==> config.mk <==
export PLATFORM = sky130hd
export DESIGN_NAME = axi_mm_reg_sink
export DESIGN_NICKNAME = d
export VERILOG_FILES = /design/src/rtl/axi_mm_reg_sink.sv
export SDC_FILE = /design/constraint.sdc
export NUM_CORES = 1
export LEC_CHECK = 0
export ABC_AREA = 1
export CAP_MARGIN = 20
export CORE_ASPECT_RATIO = 0.8
export CORE_MARGIN = 5
export CORE_UTILIZATION = 50
export DETAILED_ROUTE_END_ITERATION = 8
export HOLD_SLACK_MARGIN = 0.02
export MAX_ROUTING_LAYER = met4
export PLACE_DENSITY_LB_ADDON = 0.15
export SLEW_MARGIN = 0
export SYNTH_ARGS = -nofsm -noshare
export SYNTH_HDL_FRONTEND = slang
export SYNTH_SLANG_ARGS = --single-unit
==> constraint.sdc <==
create_clock -name i_clk -period 3.8 [get_ports i_clk]
set_clock_uncertainty 0.1 [all_clocks]
set_input_delay 0.38 -clock i_clk [delete_from_list [all_inputs] [get_ports i_clk]]
set_output_delay 0.38 -clock i_clk [all_outputs]
set_load 0.01 [all_outputs]
==> src/rtl/axi_mm_reg_sink.sv <==
// AXI-MM sink: bank of RW control registers plus a read-only status window.
// Latency: writes land at the accept edge, read data returns RD_LAT cycles after accept.
// Backpressure: o_wait_rq is high while a read is in flight; writes never stall.
module axi_mm_reg_sink #(
    parameter int D_BITS  = 64,
    parameter int A_BITS  = 8,
    parameter int NUM_RW  = 4,
    parameter int NUM_RO  = 2,
    parameter int RO_BASE = 16,
    parameter int RD_LAT  = 2
) (
    input  logic                     i_clk,
    input  logic                     i_rst_n,
    input  logic [A_BITS-1:0]        i_addr,
    input  logic [D_BITS-1:0]        i_wr_dat,
    input  logic                     i_wr,
    input  logic                     i_rd,
    output logic [D_BITS-1:0]        o_rd_dat,
    output logic                     o_rd_dat_val,
    output logic                     o_wait_rq,
    output logic [NUM_RW*D_BITS-1:0] o_rw_regs,
    output logic [NUM_RW-1:0]        o_wr_pulse,
    input  logic [NUM_RO*D_BITS-1:0] i_ro_dat
);

    localparam int CW = (RD_LAT > 1) ? $clog2(RD_LAT) : 1;

    typedef enum logic {IDLE, BUSY} state_t;

    state_t            state, state_nxt;
    logic [CW-1:0]     cnt, cnt_nxt;
    logic              wr_acc, rd_acc;
    logic [D_BITS-1:0] rd_sample;
    logic [D_BITS-1:0] rw_q     [NUM_RW];
    logic [D_BITS-1:0] pipe_dat [RD_LAT];
    logic [RD_LAT-1:0] pipe_vld;

    assign o_wait_rq = (state == BUSY);
    assign wr_acc    = i_wr & ~o_wait_rq;
    assign rd_acc    = i_rd & ~o_wait_rq;

    always_ff @(posedge i_clk or negedge i_rst_n) begin
        if (!i_rst_n) begin
            state <= IDLE;
            cnt   <= '0;
        end else begin
            state <= state_nxt;
            cnt   <= cnt_nxt;
        end
    end

    // The counter reaches zero in exactly the cycle the last pipe stage is valid.
    always_comb begin
        state_nxt = state;
        cnt_nxt   = cnt;
        case (state)
            IDLE: begin
                if (rd_acc) begin
                    state_nxt = BUSY;
                    cnt_nxt   = CW'(RD_LAT - 1);
                end
            end
            BUSY: begin
                if (cnt == '0) state_nxt = IDLE;
                else           cnt_nxt   = cnt - 1'b1;
            end
            default: state_nxt = IDLE;
        endcase
    end

    always_ff @(posedge i_clk or negedge i_rst_n) begin
        if (!i_rst_n) begin
            for (int k = 0; k < NUM_RW; k++) rw_q[k] <= '0;
            o_wr_pulse <= '0;
        end else begin
            o_wr_pulse <= '0;
            for (int k = 0; k < NUM_RW; k++) begin
                if (wr_acc && (i_addr == A_BITS'(k))) begin
                    rw_q[k]       <= i_wr_dat;
                    o_wr_pulse[k] <= 1'b1;
                end
            end
        end
    end

    // Sampled from register state before this edge's write, giving read-before-write.
    always_comb begin
        rd_sample = '0;
        for (int k = 0; k < NUM_RW; k++)
            if (i_addr == A_BITS'(k)) rd_sample = rw_q[k];
        for (int j = 0; j < NUM_RO; j++)
            if (i_addr == A_BITS'(RO_BASE + j)) rd_sample = i_ro_dat[j*D_BITS +: D_BITS];
    end

    always_ff @(posedge i_clk or negedge i_rst_n) begin
        if (!i_rst_n) begin
            pipe_vld <= '0;
            for (int i = 0; i < RD_LAT; i++) pipe_dat[i] <= '0;
        end else begin
            pipe_vld[0] <= rd_acc;
            if (rd_acc) pipe_dat[0] <= rd_sample;
            // Stages only advance on valid so the output holds the last read value.
            for (int i = 1; i < RD_LAT; i++) begin
                pipe_vld[i] <= pipe_vld[i-1];
                if (pipe_vld[i-1]) pipe_dat[i] <= pipe_dat[i-1];
            end
        end
    end

    assign o_rd_dat     = pipe_dat[RD_LAT-1];
    assign o_rd_dat_val = pipe_vld[RD_LAT-1];

    for (genvar k = 0; k < NUM_RW; k++) begin : g_rw_out
        assign o_rw_regs[k*D_BITS +: D_BITS] = rw_q[k];
    end

endmodule

==> flow_summary.json <==
{
  "initial_core_util_pct": 50.87,
  "cp_common_cell": "buf_4",
  "whs_path_depth": 3,
  "tritoncts": "built",
  "critPathCaptureType": "flop",
  "synth_top_area_cell": "dfrtp_1",
  "cpPeakStageDelay_ns": 0.54,
  "cts.sinks": 392,
  "post_cts_resized": 0,
  "slowest_stage": "nor2_4",
  "multiInputGateArea_um2": 6696,
  "rows": 62,
  "coreArea_um2": 36070,
  "r2r-start": "o_wait_rq$_DFF_PN0_",
  "design.die.area_um2": 40660,
  "port-buffer-count": 529,
  "path_clk_slew_ns": 0.06,
  "p_leak_nw": 11.87,
  "crit_path_end": "o_rw_regs[148]$_DFFE_PN0P_",
  "cp_max_fo": 74,
  "die_height_um": 181.4,
  "drc_errors": 0,
  "synthCells": 2184,
  "path_cells": "clkdlybuf4s50_1 -> nor2_4 -> buf_4 -> nand4_1 -> buf_4 -> nand2_1 -> o21ai_0",
  "io_pins": 530,
  "gp_congestion": 0.9419,
  "synth_top_area_share_pct": 53.45,
  "fill_cells": 2784,
  "synth_seq_area_share_pct": 53.45,
  "synth_seq_cells": 392,
  "final_core_util_pct": 69.42,
  "critical_path_required_ns": 4.08,
  "netlist_area_um2": 18350,
  "ant_nets": 0,
  "worstSetupStartpointType": "input port",
  "place_hpwl_um": 47590,
  "die_w_um": 224.2,
  "slew_headroom_pct": 23.75,
  "finalSetupTns_ns": 0,
  "run_status": "complete, no violations",
  "synth-edff-count": 0,
  "reg2reg_slack_ns": 1.34,
  "cts_htree_levels": 2,
  "wl_um": 69560,
  "post-route-cell-area_um2": 25040,
  "p_per_area_nw_per_um2": 418.4,
  "synthArstFlopShare_pct": 100.0,
  "layout-drive-gt1-share_pct": 7.285,
  "peakVddDrop_mv": 0.3485,
  "period_minus_slack_ns": 2.626,
  "grt_pass1_vias": 17070,
  "drv_cap": 0,
  "synth.most_common_cell": "nand2_1",
  "fin_nets": 2781,
  "final-seq-area_um2": 9813,
  "hold_buffers": 1,
  "ff2ff_path_depth": 6,
  "cts_buffers": 41,
  "placed_area_um2": 23520,
  "synth.area.top_cells": "dfrtp_1 53%, nand2_1 12%, o21ai_0 5.5%, nand3_1 5.3%, inv_1 4.2%",
  "synth_nets": 2388,
  "finalSetupViolations": 0,
  "syn_avg_cell_area_um2": 8.403,
  "rsz0062_at_grt": "no",
  "antenna_found_initial": 3,
  "layout_worst_path_cycle_share_pct": 69.10,
  "ys_warn_count": 0,
  "r2r_end": "o_rw_regs[126]$_DFFE_PN0P_",
  "gr-total-overflow": 0,
  "min_path_type": "in2reg",
  "grt_pass1_wl_um": 105600,
  "crit_type": "in2reg",
  "dr.pass1.iters": 6,
  "wire_per_inst_um": 22.50,
  "hold_viol": 0,
  "startpoint": "i_addr[3]",
  "grt_max_degree": 130,
  "tightest_slew_ns": 1.144,
  "clock_latency_ns": 0.54,
  "first_iter_violations": 1843,
  "grtUsageTotal_pct": 34.21,
  "cp.arrival_ns": 2.91,
  "synth_cell_types": 22,
  "vias": 17600,
  "synthFlopType": "dfrtp_1",
  "cts_buffer_depth": 3,
  "yosys-top-cells-count": "585 x nand2_1, 392 x dfrtp_1, 204 x inv_1",
  "routed_via_density": 5.692,
  "area_delta_synth_final_pct": 36.45,
  "cts_setup_buffers": 0,
  "root_buffer": "clkbuf_16",
  "max_freq_ghz": 0.3809,
  "timing_max_transition_violations_final": 0
}
## per-stage QoR
step	std cells	power, mW	setup WS [ns]	hold slack [ns]
2_1_floorplan	2184	5.183	2.214	-0.01559
3_3_place_gp	3013	6.064	0.8276	0.3565
4_1_cts	3088	10.51	1.277	0.3214
5_1_grt	3091	10.83	1.091	0.3321
6_report	3091	10.48	1.174	0.3474
3_5_place_dp	3013	6.090	0.7504	0.3595
## power by group
group | switching [mW] | internal, mW | leakage [nW]
Clock | 1.71 | 2.73 | 0.741
Sequential | 0.233 | 4.34 | 5.44
Combinational | 0.800 | 0.663 | 5.69
Total | 2.75 | 7.73 | 11.9
## registers in the layout, indices dropped and copies added, names as in the netlist
| register | flops |
|---|---|
| cnt | 1 |
| o_rw_regs | 256 |
| pipe_dat | 64 |
| o_rd_dat | 64 |
| o_wr_pulse | 4 |
| pipe_vld | 2 |
| o_wait_rq | 1 |
## worst max-delay path: cells and delay by family
kind,cells,cell delay [ns]
compound gates,1,0.09
buf+inv,3,1.38
simple gates,3,0.94
## cell usage in the layout (no fill, tap or decap), types with 43 or more instances in the layout
| master | instances |
|---|---|
| mux2_2 | 64 |
| inv_1 | 202 |
| nand3_1 | 192 |
| o2111ai_1 | 64 |
| o21ai_1 | 121 |
| o21ai_0 | 200 |
| nor2_1 | 131 |
| dfrtp_1 | 391 |
| clkbuf_16 | 43 |
| clkdlybuf4s50_1 | 527 |
| nand2_1 | 582 |
## cells by family after synthesis
family	after synthesis	synth area share [%]
compound gates	386	11.84
buf+inv	421	10.42
flops	392	53.45
mux	64	3.927
simple gates	921	20.36
## worst min path at each step
stage                                   start                    endpoint  slack (ns)
floorplan                             i_rst_n             cnt$_DFFE_PN0P_       -0.02
global placement    pipe_dat[123]$_DFFE_PN0P_   pipe_dat[123]$_DFFE_PN0P_        0.36
detailed placement   pipe_dat[84]$_DFFE_PN0P_    pipe_dat[84]$_DFFE_PN0P_        0.36
CTS                              i_wr_dat[42]  o_rw_regs[234]$_DFFE_PN0P_        0.32
global route                        i_addr[0]     o_wr_pulse[2]$_DFF_PN0_        0.33
finish                            i_wr_dat[1]    o_rw_regs[1]$_DFFE_PN0P_        0.35
## cell type report
cell class / count / share of cell area, %
diodes: 3 / 0.02998
clock buffers: 59 / 5.057
clock inverters: 15 / 0.9494
inverters: 206 / 3.098
multi-input cells: 1371 / 26.74
flip-flops and latches: 392 / 39.19
well taps: 480 / 2.398
repair buffers: 565 / 22.54
## metal layers
layer / part of all wire (%) / track usage [%] / up-vias
met5: 0 / - / -
met4: 4.2 / 12.59 / 0
met3: 9.4 / 6.425 / 169
met2: 46 / 51.98 / 1069
met1: 40 / 46.28 / 8550
li1: - / - / 7807
(Power assumes the default switching activity.)
